## src/rtl/seg_scan_pkg.sv

```systemverilog
// Shared constants and types for the multiplexed seven-segment scan decoder.
package seg_scan_pkg;

   localparam int unsigned SEG_W      = 7;
   localparam int unsigned SEL_W      = 4;
   localparam int unsigned BCD_W      = 4;
   localparam int unsigned NUM_DIGITS = 4;
   localparam int unsigned FRAME_W    = NUM_DIGITS * BCD_W;

   // Active-low segment patterns, bit6=g .. bit0=a
   localparam logic [SEG_W-1:0] SEG_PAT_0     = 7'b1000000;
   localparam logic [SEG_W-1:0] SEG_PAT_1     = 7'b1111001;
   localparam logic [SEG_W-1:0] SEG_PAT_2     = 7'b0100100;
   localparam logic [SEG_W-1:0] SEG_PAT_3     = 7'b0110000;
   localparam logic [SEG_W-1:0] SEG_PAT_4     = 7'b0011001;
   localparam logic [SEG_W-1:0] SEG_PAT_5     = 7'b0010010;
   localparam logic [SEG_W-1:0] SEG_PAT_6     = 7'b0000010;
   localparam logic [SEG_W-1:0] SEG_PAT_7     = 7'b1111000;
   localparam logic [SEG_W-1:0] SEG_PAT_8     = 7'b0000000;
   localparam logic [SEG_W-1:0] SEG_PAT_9     = 7'b0010000;
   localparam logic [SEG_W-1:0] SEG_PAT_BLANK = 7'b1111111;

   // Active-low one-hot digit selects
   localparam logic [SEL_W-1:0] SEL_D0 = 4'b1110;
   localparam logic [SEL_W-1:0] SEL_D1 = 4'b1101;
   localparam logic [SEL_W-1:0] SEL_D2 = 4'b1011;
   localparam logic [SEL_W-1:0] SEL_D3 = 4'b0111;

   typedef enum logic [1:0] {
      ST_IDLE   = 2'd0,
      ST_SETTLE = 2'd1,
      ST_HELD   = 2'd2
   } scan_state_t;

   typedef struct packed {
      logic [SEL_W-1:0] sel;
      logic [SEG_W-1:0] seg;
   } scan_word_t;

   function automatic logic sel_legal(input logic [SEL_W-1:0] sel);
      return sel inside {SEL_D0, SEL_D1, SEL_D2, SEL_D3};
   endfunction

   function automatic logic [1:0] sel_index(input logic [SEL_W-1:0] sel);
      case (sel)
         SEL_D1:  return 2'd1;
         SEL_D2:  return 2'd2;
         SEL_D3:  return 2'd3;
         default: return 2'd0;
      endcase
   endfunction

endpackage

```

## src/rtl/seg7_to_bcd.sv

```systemverilog
// Combinational seven-segment pattern to BCD decoder.
// SEG_DECODE_BLANK_EN: decode the all-off pattern as a legal 0 (leading-zero blanking).
module seg7_to_bcd
   import seg_scan_pkg::*;
(
   input  logic [SEG_W-1:0] pattern,
   output logic [BCD_W-1:0] bcd_c,
   output logic             illegal_c
);

   always_comb begin
      bcd_c     = 4'hF;
      illegal_c = 1'b1;
      case (pattern)
         SEG_PAT_0: begin bcd_c = 4'd0; illegal_c = 1'b0; end
         SEG_PAT_1: begin bcd_c = 4'd1; illegal_c = 1'b0; end
         SEG_PAT_2: begin bcd_c = 4'd2; illegal_c = 1'b0; end
         SEG_PAT_3: begin bcd_c = 4'd3; illegal_c = 1'b0; end
         SEG_PAT_4: begin bcd_c = 4'd4; illegal_c = 1'b0; end
         SEG_PAT_5: begin bcd_c = 4'd5; illegal_c = 1'b0; end
         SEG_PAT_6: begin bcd_c = 4'd6; illegal_c = 1'b0; end
         SEG_PAT_7: begin bcd_c = 4'd7; illegal_c = 1'b0; end
         SEG_PAT_8: begin bcd_c = 4'd8; illegal_c = 1'b0; end
         SEG_PAT_9: begin bcd_c = 4'd9; illegal_c = 1'b0; end
`ifdef SEG_DECODE_BLANK_EN
         SEG_PAT_BLANK: begin bcd_c = 4'd0; illegal_c = 1'b0; end
`else
         SEG_PAT_BLANK: begin bcd_c = 4'hF; illegal_c = 1'b1; end
`endif
         default: begin bcd_c = 4'hF; illegal_c = 1'b1; end
      endcase
   end

endmodule

```

## src/rtl/seg_scan_decoder.sv

```systemverilog
// Recovers a 4-digit BCD frame from a scanned, active-low seven-segment display bus.
// SEG_DECODE_BLANK_EN: treat the all-off pattern as digit 0 instead of illegal.
module seg_scan_decoder
   import seg_scan_pkg::*;
#(
   parameter int unsigned STABLE_CYCLES = 16
) (
   input  logic                  CLK_50M,
   input  logic                  RSTn,
   input  logic [SEG_W-1:0]      seg_in,
   input  logic [SEL_W-1:0]      sel_in,
   output logic [FRAME_W-1:0]    digits_o,
   output logic [NUM_DIGITS-1:0] digit_err_o,
   output logic                  frame_valid_o
);

   localparam int unsigned    CNT_W   = 8;
   localparam logic [CNT_W-1:0] CNT_MAX = CNT_W'(STABLE_CYCLES);

   scan_word_t                sync1_q, sync2_q, prev_q;
   logic [CNT_W-1:0]          stable_cnt_q;
   scan_state_t               state_q, state_d;
   logic [FRAME_W-1:0]        stage_q;
   logic [NUM_DIGITS-1:0]     stage_err_q, seen_q, seen_d;
   logic                      changed_c, legal_c, capture_c, frame_done_c;
   logic [1:0]                idx_c;
   logic [BCD_W-1:0]          bcd_c;
   logic                      illegal_c;

   assign changed_c    = (sync2_q != prev_q);
   assign legal_c      = sel_legal(sync2_q.sel);
   assign idx_c        = sel_index(sync2_q.sel);
   assign frame_done_c = (seen_q == '1);

   seg7_to_bcd u_dec (
      .pattern   (sync2_q.seg),
      .bcd_c     (bcd_c),
      .illegal_c (illegal_c)
   );

   // Two-flop synchronizer; all-ones reset reads as "no digit selected"
   always_ff @(posedge CLK_50M or negedge RSTn) begin
      if (!RSTn) begin
         sync1_q <= '1;
         sync2_q <= '1;
      end else begin
         sync1_q <= '{sel: sel_in, seg: seg_in};
         sync2_q <= sync1_q;
      end
   end

   // Stability counter on the synced word, saturating at the capture threshold
   always_ff @(posedge CLK_50M or negedge RSTn) begin
      if (!RSTn) begin
         prev_q       <= '1;
         stable_cnt_q <= '0;
      end else begin
         prev_q <= sync2_q;
         if (changed_c)
            stable_cnt_q <= '0;
         else if (stable_cnt_q != CNT_MAX)
            stable_cnt_q <= stable_cnt_q + CNT_W'(1);
      end
   end

   // Capture fires on the edge where the counter reaches the threshold
   always_comb begin
      state_d   = state_q;
      capture_c = 1'b0;
      if (!legal_c) begin
         state_d = ST_IDLE;
      end else begin
         case (state_q)
            ST_IDLE:   state_d = ST_SETTLE;
            ST_SETTLE: begin
               if (!changed_c && stable_cnt_q == CNT_MAX - CNT_W'(1)) begin
                  capture_c = 1'b1;
                  state_d   = ST_HELD;
               end
            end
            ST_HELD:   if (changed_c) state_d = ST_SETTLE;
            default:   state_d = ST_IDLE;
         endcase
      end
   end

   // A capture landing on the frame-completion edge keeps its seen bit
   always_comb begin
      seen_d = frame_done_c ? '0 : seen_q;
      if (capture_c)
         seen_d = seen_d | (NUM_DIGITS'(1) << idx_c);
   end

   always_ff @(posedge CLK_50M or negedge RSTn) begin
      if (!RSTn) begin
         state_q       <= ST_IDLE;
         seen_q        <= '0;
         stage_q       <= '0;
         stage_err_q   <= '0;
         digits_o      <= '0;
         digit_err_o   <= '0;
         frame_valid_o <= 1'b0;
      end else begin
         state_q       <= state_d;
         seen_q        <= seen_d;
         frame_valid_o <= frame_done_c;
         if (frame_done_c) begin
            digits_o    <= stage_q;
            digit_err_o <= stage_err_q;
         end
         if (capture_c) begin
            stage_q[{idx_c, 2'b00} +: BCD_W] <= bcd_c;
            stage_err_q[idx_c]               <= illegal_c;
         end
      end
   end

endmodule

```

## config.mk

```make
export PLATFORM = sky130hd
export DESIGN_NAME = seg_scan_decoder
export DESIGN_NICKNAME = d
export VERILOG_FILES = /design/src/rtl/seg_scan_pkg.sv /design/src/rtl/seg7_to_bcd.sv /design/src/rtl/seg_scan_decoder.sv
export SDC_FILE = /design/constraint.sdc
export NUM_CORES = 1
export LEC_CHECK = 0
export ABC_AREA = 1
export CORE_MARGIN = 3
export CORE_UTILIZATION = 45
export DETAILED_ROUTE_END_ITERATION = 16
export PLACE_DENSITY = 0.64
export SYNTH_ARGS = -nofsm -noshare
export SYNTH_HDL_FRONTEND = slang
export SYNTH_HIERARCHICAL = 1
export SYNTH_SLANG_ARGS = --single-unit
```

## constraint.sdc

```tcl
create_clock -name CLK_50M -period 4.16 [get_ports CLK_50M]
set_input_delay 0.832 -clock CLK_50M [delete_from_list [all_inputs] [get_ports CLK_50M]]
set_output_delay 0.832 -clock CLK_50M [all_outputs]
set_load 0.05 [all_outputs]
```

# --- After elaboration in Yosys (flattened, before gate mapping) ---
# Cells that the tools add are included.
# Widths: inputs -> output; s select.
word_totals:
  in_bits: 13
  register_bits: 88
  word_cells: 70
  out_inout_bits: 21
classes:
  mux: 18
  n_bitwise: 1
  addsub: 2
  eq_ne: 21
  magnitude_cmp: 2
  n_shift: 3
  n_reduce_logical: 9
ops:
  columns: ["operator", "count"]
  rows:
  - ["$pmux 4 s10", 1]
  - ["$eq 7x5->1 const B", 3]
  - ["$eq 7x7->1 const B", 3]
  - ["$bwmux 16", 1]
  - ["$eq 4x4->1 const B", 4]
  - ["$mux 8", 2]
  - ["$shift 4x6->16 const A", 1]
  - ["$shiftx 4x6->16", 1]
  - ["$eq 7x6->1 const B", 2]
  - ["$pmux 2 s3", 2]
  - ["$ne 11x11->1", 1]
  - ["$reduce_or 10->1", 1]
  - ["$add 8x1->8 const B", 1]
  - ["$eq 8x4->1 const B", 1]
  - ["$mux 4", 2]
  - ["$ne 8x5->1 const B", 1]
  - ["$eq 7x2->1 const B", 1]
  - ["$logic_not 7->1", 1]
  - ["$mux 2", 3]
  - ["$ne 3x3->1 const B", 2]
  - ["$neg 4->6", 1]
  - ["$mux 1", 5]
  - ["$bwmux 4", 1]
  - ["$eq 4x3->1 const B", 1]
  - ["13 further kinds", 14]

# --- Depth between registers and ports, before layout ---
logic_depth:
  word_depth: 7
  ltp_mapped: 12
  ltp_nobuf: 12

# --- By module ---
# Netlist, hierarchy kept.
modules_own_cells:
  columns: ["mod", "seq_area_each_um2", "cells_per_inst", "instances", "area_each_um2"]
  rows:
  - ["seg_scan_decoder", 2243.4, 359, 1, 3721.1]
  - ["seg7_to_bcd", 0.0, 53, 1, 239.0]

# --- Worst setup path before layout ---
# Ideal clock, no wire load.
synth_timing:
  path_kind: "register to register"
  startpoint: "register sync2_q[9] (netlist bit)"
  endpoint: "register stage_q[4]"
  n_path_buf: 1
  t_arrival_ps: 1957
  setup_time_ps: 65
  t_required_ps: 4095
  stages_incl_launch_ff: 11
  synth_period_minus_slack_ps: 2022
  slack_ps: 2138
  path_cell_list: "dfstp_2 > nand2_1 > nor3_1 > nor2_2 > ha_1 > buf_2 > nor2_1 > inv_1 > nor3_1 > nand3_1 > nand2_1"
synth_between:
  elab_chain_cells: 6
  elab_cells_between_ends: 16
  cone_classes: "1 x add/sub; 5 x eq/ne; 2 x shift; 5 x mux; 3 x reduce/logical"
synth_rtl:
  columns: ["element", "line_no", "rtl"]
  rows:
  - ["from (decl)", "seg_scan_decoder.sv:20", "scan_word_t sync1_q, sync2_q, prev_q;"]
  - ["from (signal assigned)", "seg_scan_decoder.sv:48", "sync2_q <= sync1_q;"]
  - ["branches (longest 6 deep; another with $neg 4->6)", null, null]
  - ["to (signal assigned)", "seg_scan_decoder.sv:98", "stage_q <= '0;"]
  - ["to (signal, indexed assignment)", "seg_scan_decoder.sv:112", "stage_q[{idx_c, 2'b00} +: BCD_W] <= bcd_c;"]
  - ["to (decl)", "seg_scan_decoder.sv:23", "logic [FRAME_W-1:0] stage_q;"]
# Parallel ways; which one is timed is not known.
# A chain may end at the register's enable or synchronous reset.

# --- Worst setup path after layout ---
layout_timing:
  startpoint: "register digits_o[13]"
  endpoint: "output port digits_o[13]"
layout_rtl:
  columns: ["element", "line_no", "rtl"]
  rows:
  - ["from (decl)", "seg_scan_decoder.sv:12", "output logic [FRAME_W-1:0] digits_o,"]
  - ["from (signal assigned)", "seg_scan_decoder.sv:108", "digits_o <= stage_q;"]
# No word-level cell between the ends.

==> metrics.md <==
| Metric | Value |
|---|---|
| Worst flop-to-flop path endpoint | `stage_q[4]` |
| Boundary pin count | `34` |
| Setup TNS Final | `0 ns` |
| Syn_area_per_cell | `between 9 and 10 µm²` |
| Routed WL | `slightly below 7000 µm` |
| CTS Hold Bufs | `0` |
| Hold WS | `0.358 ns` |
| Layout cells sized above 1 | `0.219` |
| Hold Crit Depth | `0` |
| Worst slew pin tran | `~1.0 ns` |
| R2R setup slack | `about 1.9 ns` |
| Peak VDD IR | `0.190 mV` |
| Row cnt | `33` |
| Net switching power | `between 300 and 400 µW` |
| Drt via density | `approximately 4.8` |
| Post-CTS Setup Bufs | `0` |
| CP cell instances | `clkdlybuf4s50_1` |
| Worst skew pair latency | `roughly 0.36 ns` |
| Flop pwr share | `0.557` |
| Port Buf Inserts | `33` |
| Leakage | `2.31 nW` |
| DRC Markers | `0` |
| Most frequent cells in the layout | `nand2_1, dfrtp_1, inv_1, dfstp_2, clkdlybuf4s50_1` |
| Initial antenna violation count | `0` |
| Number of global-route vias before repair | `2,605` |
| Tmin final | `between 2 and 2.5 ns` |
| DR WL/cell | `about 12 µm` |
| Post-CTS Resized | `0` |
| ANT cells | `0` |
| Sw Share | `0.244` |
| Type of the most critical hold path | `register to register` |
| Max Freq | `between 0.4 and 0.5 GHz` |
| Antenna-violating nets left | `0` |
| Startpoint types | `register` |
| Cells after Synth | `just over 400` |
| Post-synthesis sequential area ratio | `0.567` |
| Max Slew Vio Count | `0` |
| Max transition margin | `0.304` |
| Register bit total from synthesis | `between 80 and 90` |
| Unrepaired setup endpoints after global routing | `false` |
| CP top delay family | `buffers and inverters` |
| Mapped cell area | `roughly 4000 µm²` |
| TritonRoute pass-1 iters | `4` |
| Crit Path Max Fanout | `2` |
| Period utilization | `0.569` |
| Slowest-stage cell, CP | `clkdlybuf4s50_1` |
| Commonest non-fill, non-tap cell in the layout | `nand2_1` |
| Num Clock Sinks | `88` |
| Bufs and invs on worst path | `1` |
| Largest stage delay, worst path | `0.81 ns` |
| CTS H-tree depth | `3` |
| Warnings, synthesis | `6` |
| First-pass GRT wire length | `roughly 12,000 µm` |
| WP data required | `3.33 ns` |
| Overall Global Routing Usage | `0.150` |
| Final hold vios | `0` |
| Synthesized net count | `approximately 430` |
| Hold Crit Start | `sync1_q[6]` |
| Total CTS buffers | `9` |
| Clk root buf | `clkbuf_8` |
| Logic pwr share | `0.059` |
| RePlAce Congestion | `about 0.85` |
| Largest net degree at the start of global routing | `89` |
| DR vias | `2,710` |
| Clock power frac | `0.383` |
| CTS tree | `built` |
| Area delta synth->final | `16.1%` |
| Yosys cell types | `28` |
| Critical path class | `register to primary output` |
| Overall power | `around 1.6 mW` |
| Reg2reg path depth | `10` |
| Die area | `between 9000 and 10,000 µm²` |
| Placed cell area | `about 4400 µm²` |
| Final setup fails | `0` |
| Final instance area | `approximately 4600 µm²` |
| P_int | `roughly 1.2 mW` |
| Critical path arrival | `~1.5 ns` |
| PwrDens | `around 350 nW/µm²` |
| Worst Slack Setup Final | `about 1.8 ns` |
| Worst slack at placement | `1.90 ns` |
| DIE WIDTH | `about 100 µm` |
| Total Nets Final | `about 470` |
| CP Capture Type | `primary output` |
| Clk slew on worst S/H paths | `0.08 ns` |
| Total grt overflow | `0` |
| Run status | `completed` |
| Core Box Area | `roughly 8400 µm²` |
| Initial core utilization | `0.472` |
| DP Wirelength | `slightly below 5000 µm` |
| Worst clock skew | `between 0.01 and 0.015 ns` |
| RR Startpoint | `sync2_q[9]` |
| Worst Hold End | `sync2_q[6]` |
| DRT iter0 DRCs | `108` |
| Die span in y | `around 100 µm` |
| Clock Path Buffers | `2` |
| Max-capacitance violation count | `0` |
-- cell type report --
type,count,area (µm²)
clock buffer,10,138
clock inverter,6,71.3
fill,733,3780
inverter,52,195
multi-input combinational,267,1480
sequential,88,2240
tap,105,131
timing repair buffer,34,335
-- power by group through the flow --
stage | clock (mW) | sequential, mW | combinational (mW)
3_5_place_dp | 0 | 0.917 | 0.0972
6_report | 0.619 | 0.901 | 0.0956
2_1_floorplan | 0 | 0.913 | 0.0582
3_3_place_gp | 0 | 0.916 | 0.0950
4_1_cts | 0.637 | 0.901 | 0.0976
5_1_grt | 0.682 | 0.904 | 0.110
-- flip-flops by register name (all words and copies together) (netlist names) --
| name | count |
|---|---|
| stage_q | 16 |
| state_q | 2 |
| sync1_q | 11 |
| digit_err_o | 4 |
| prev_q | 11 |
| stage_err_q | 4 |
| digits_o | 16 |
| seen_q | 4 |
| sync2_q | 11 |
| frame_valid_o | 1 |
| stable_cnt_q | 8 |
-- how the worst max path moves through the flow --
stage,start,end,cells past startpoint
floorplan,sync2_q[9],stage_q[4],10
global placement,sync2_q[9],stage_q[4],10
detailed placement,sync2_q[9],stage_q[4],10
CTS,digits_o[13],digits_o[13],1
global route,sync2_q[9],stage_q[4],10
finish,digits_o[13],digits_o[13],1
-- kinds of logic (layout without fill, tap and decap cells) --
| logic type | after synthesis | in the layout | share of synthesized area |
|---|---|---|---|
| buf+inv | 57 | 102 | 0.0588 |
| simple gates | 217 | 217 | 0.252 |
| mux | 20 | 20 | 0.0569 |
| fa+ha+maj | 9 | 9 | 0.0284 |
| flops | 88 | 88 | 0.567 |
| xor+xnor | 8 | 8 | 0.0177 |
| compound gates | 13 | 13 | 0.0193 |
-- metal layers --
layer | vias to the layer above | part of all wire | track usage
met5 | - | 0 | 0
met4 | 0 | 0.019 | 0.0599
met3 | 9 | 0.035 | 0.0292
met2 | 55 | 0.46 | 0.224
met1 | 1270 | 0.49 | 0.216
li1 | 1376 | - | -
-- metrics by stage --
step                std cells  utilization
floorplan                 412            -
global placement          546        0.524
detailed placement        546        0.524
CTS                       562        0.549
global route              562        0.549
finish                    562        0.549
-- cell usage after synthesis --
master	count	area share
nor2_1	30	0.028
nand4_1	9	0.014
dfstp_2	33	0.22
or2_2	4	0.0063
xnor2_1	7	0.015
nor4_1	1	0.0016
dfrtp_1	55	0.35
nor2_4	2	0.0057
nand4_2	1	0.0032
nand3_2	2	0.0051
nor4_4	1	0.0054
a21oi_4	1	0.0041
xor2_1	1	0.0022
nand3_1	28	0.035
buf_6	2	0.0057
nor3b_1	1	0.0019
inv_2	5	0.0047
o21ai_0	6	0.0076
inv_1	47	0.045
mux2_2	20	0.057
nand3b_4	1	0.0051
nand2_1	116	0.11
nor3_1	9	0.011
nor2_2	6	0.0095
a21oi_1	6	0.0076
nand2_2	6	0.0095
buf_2	3	0.0038
ha_1	9	0.028
Note: power is estimated with default switching activity, not from simulation.
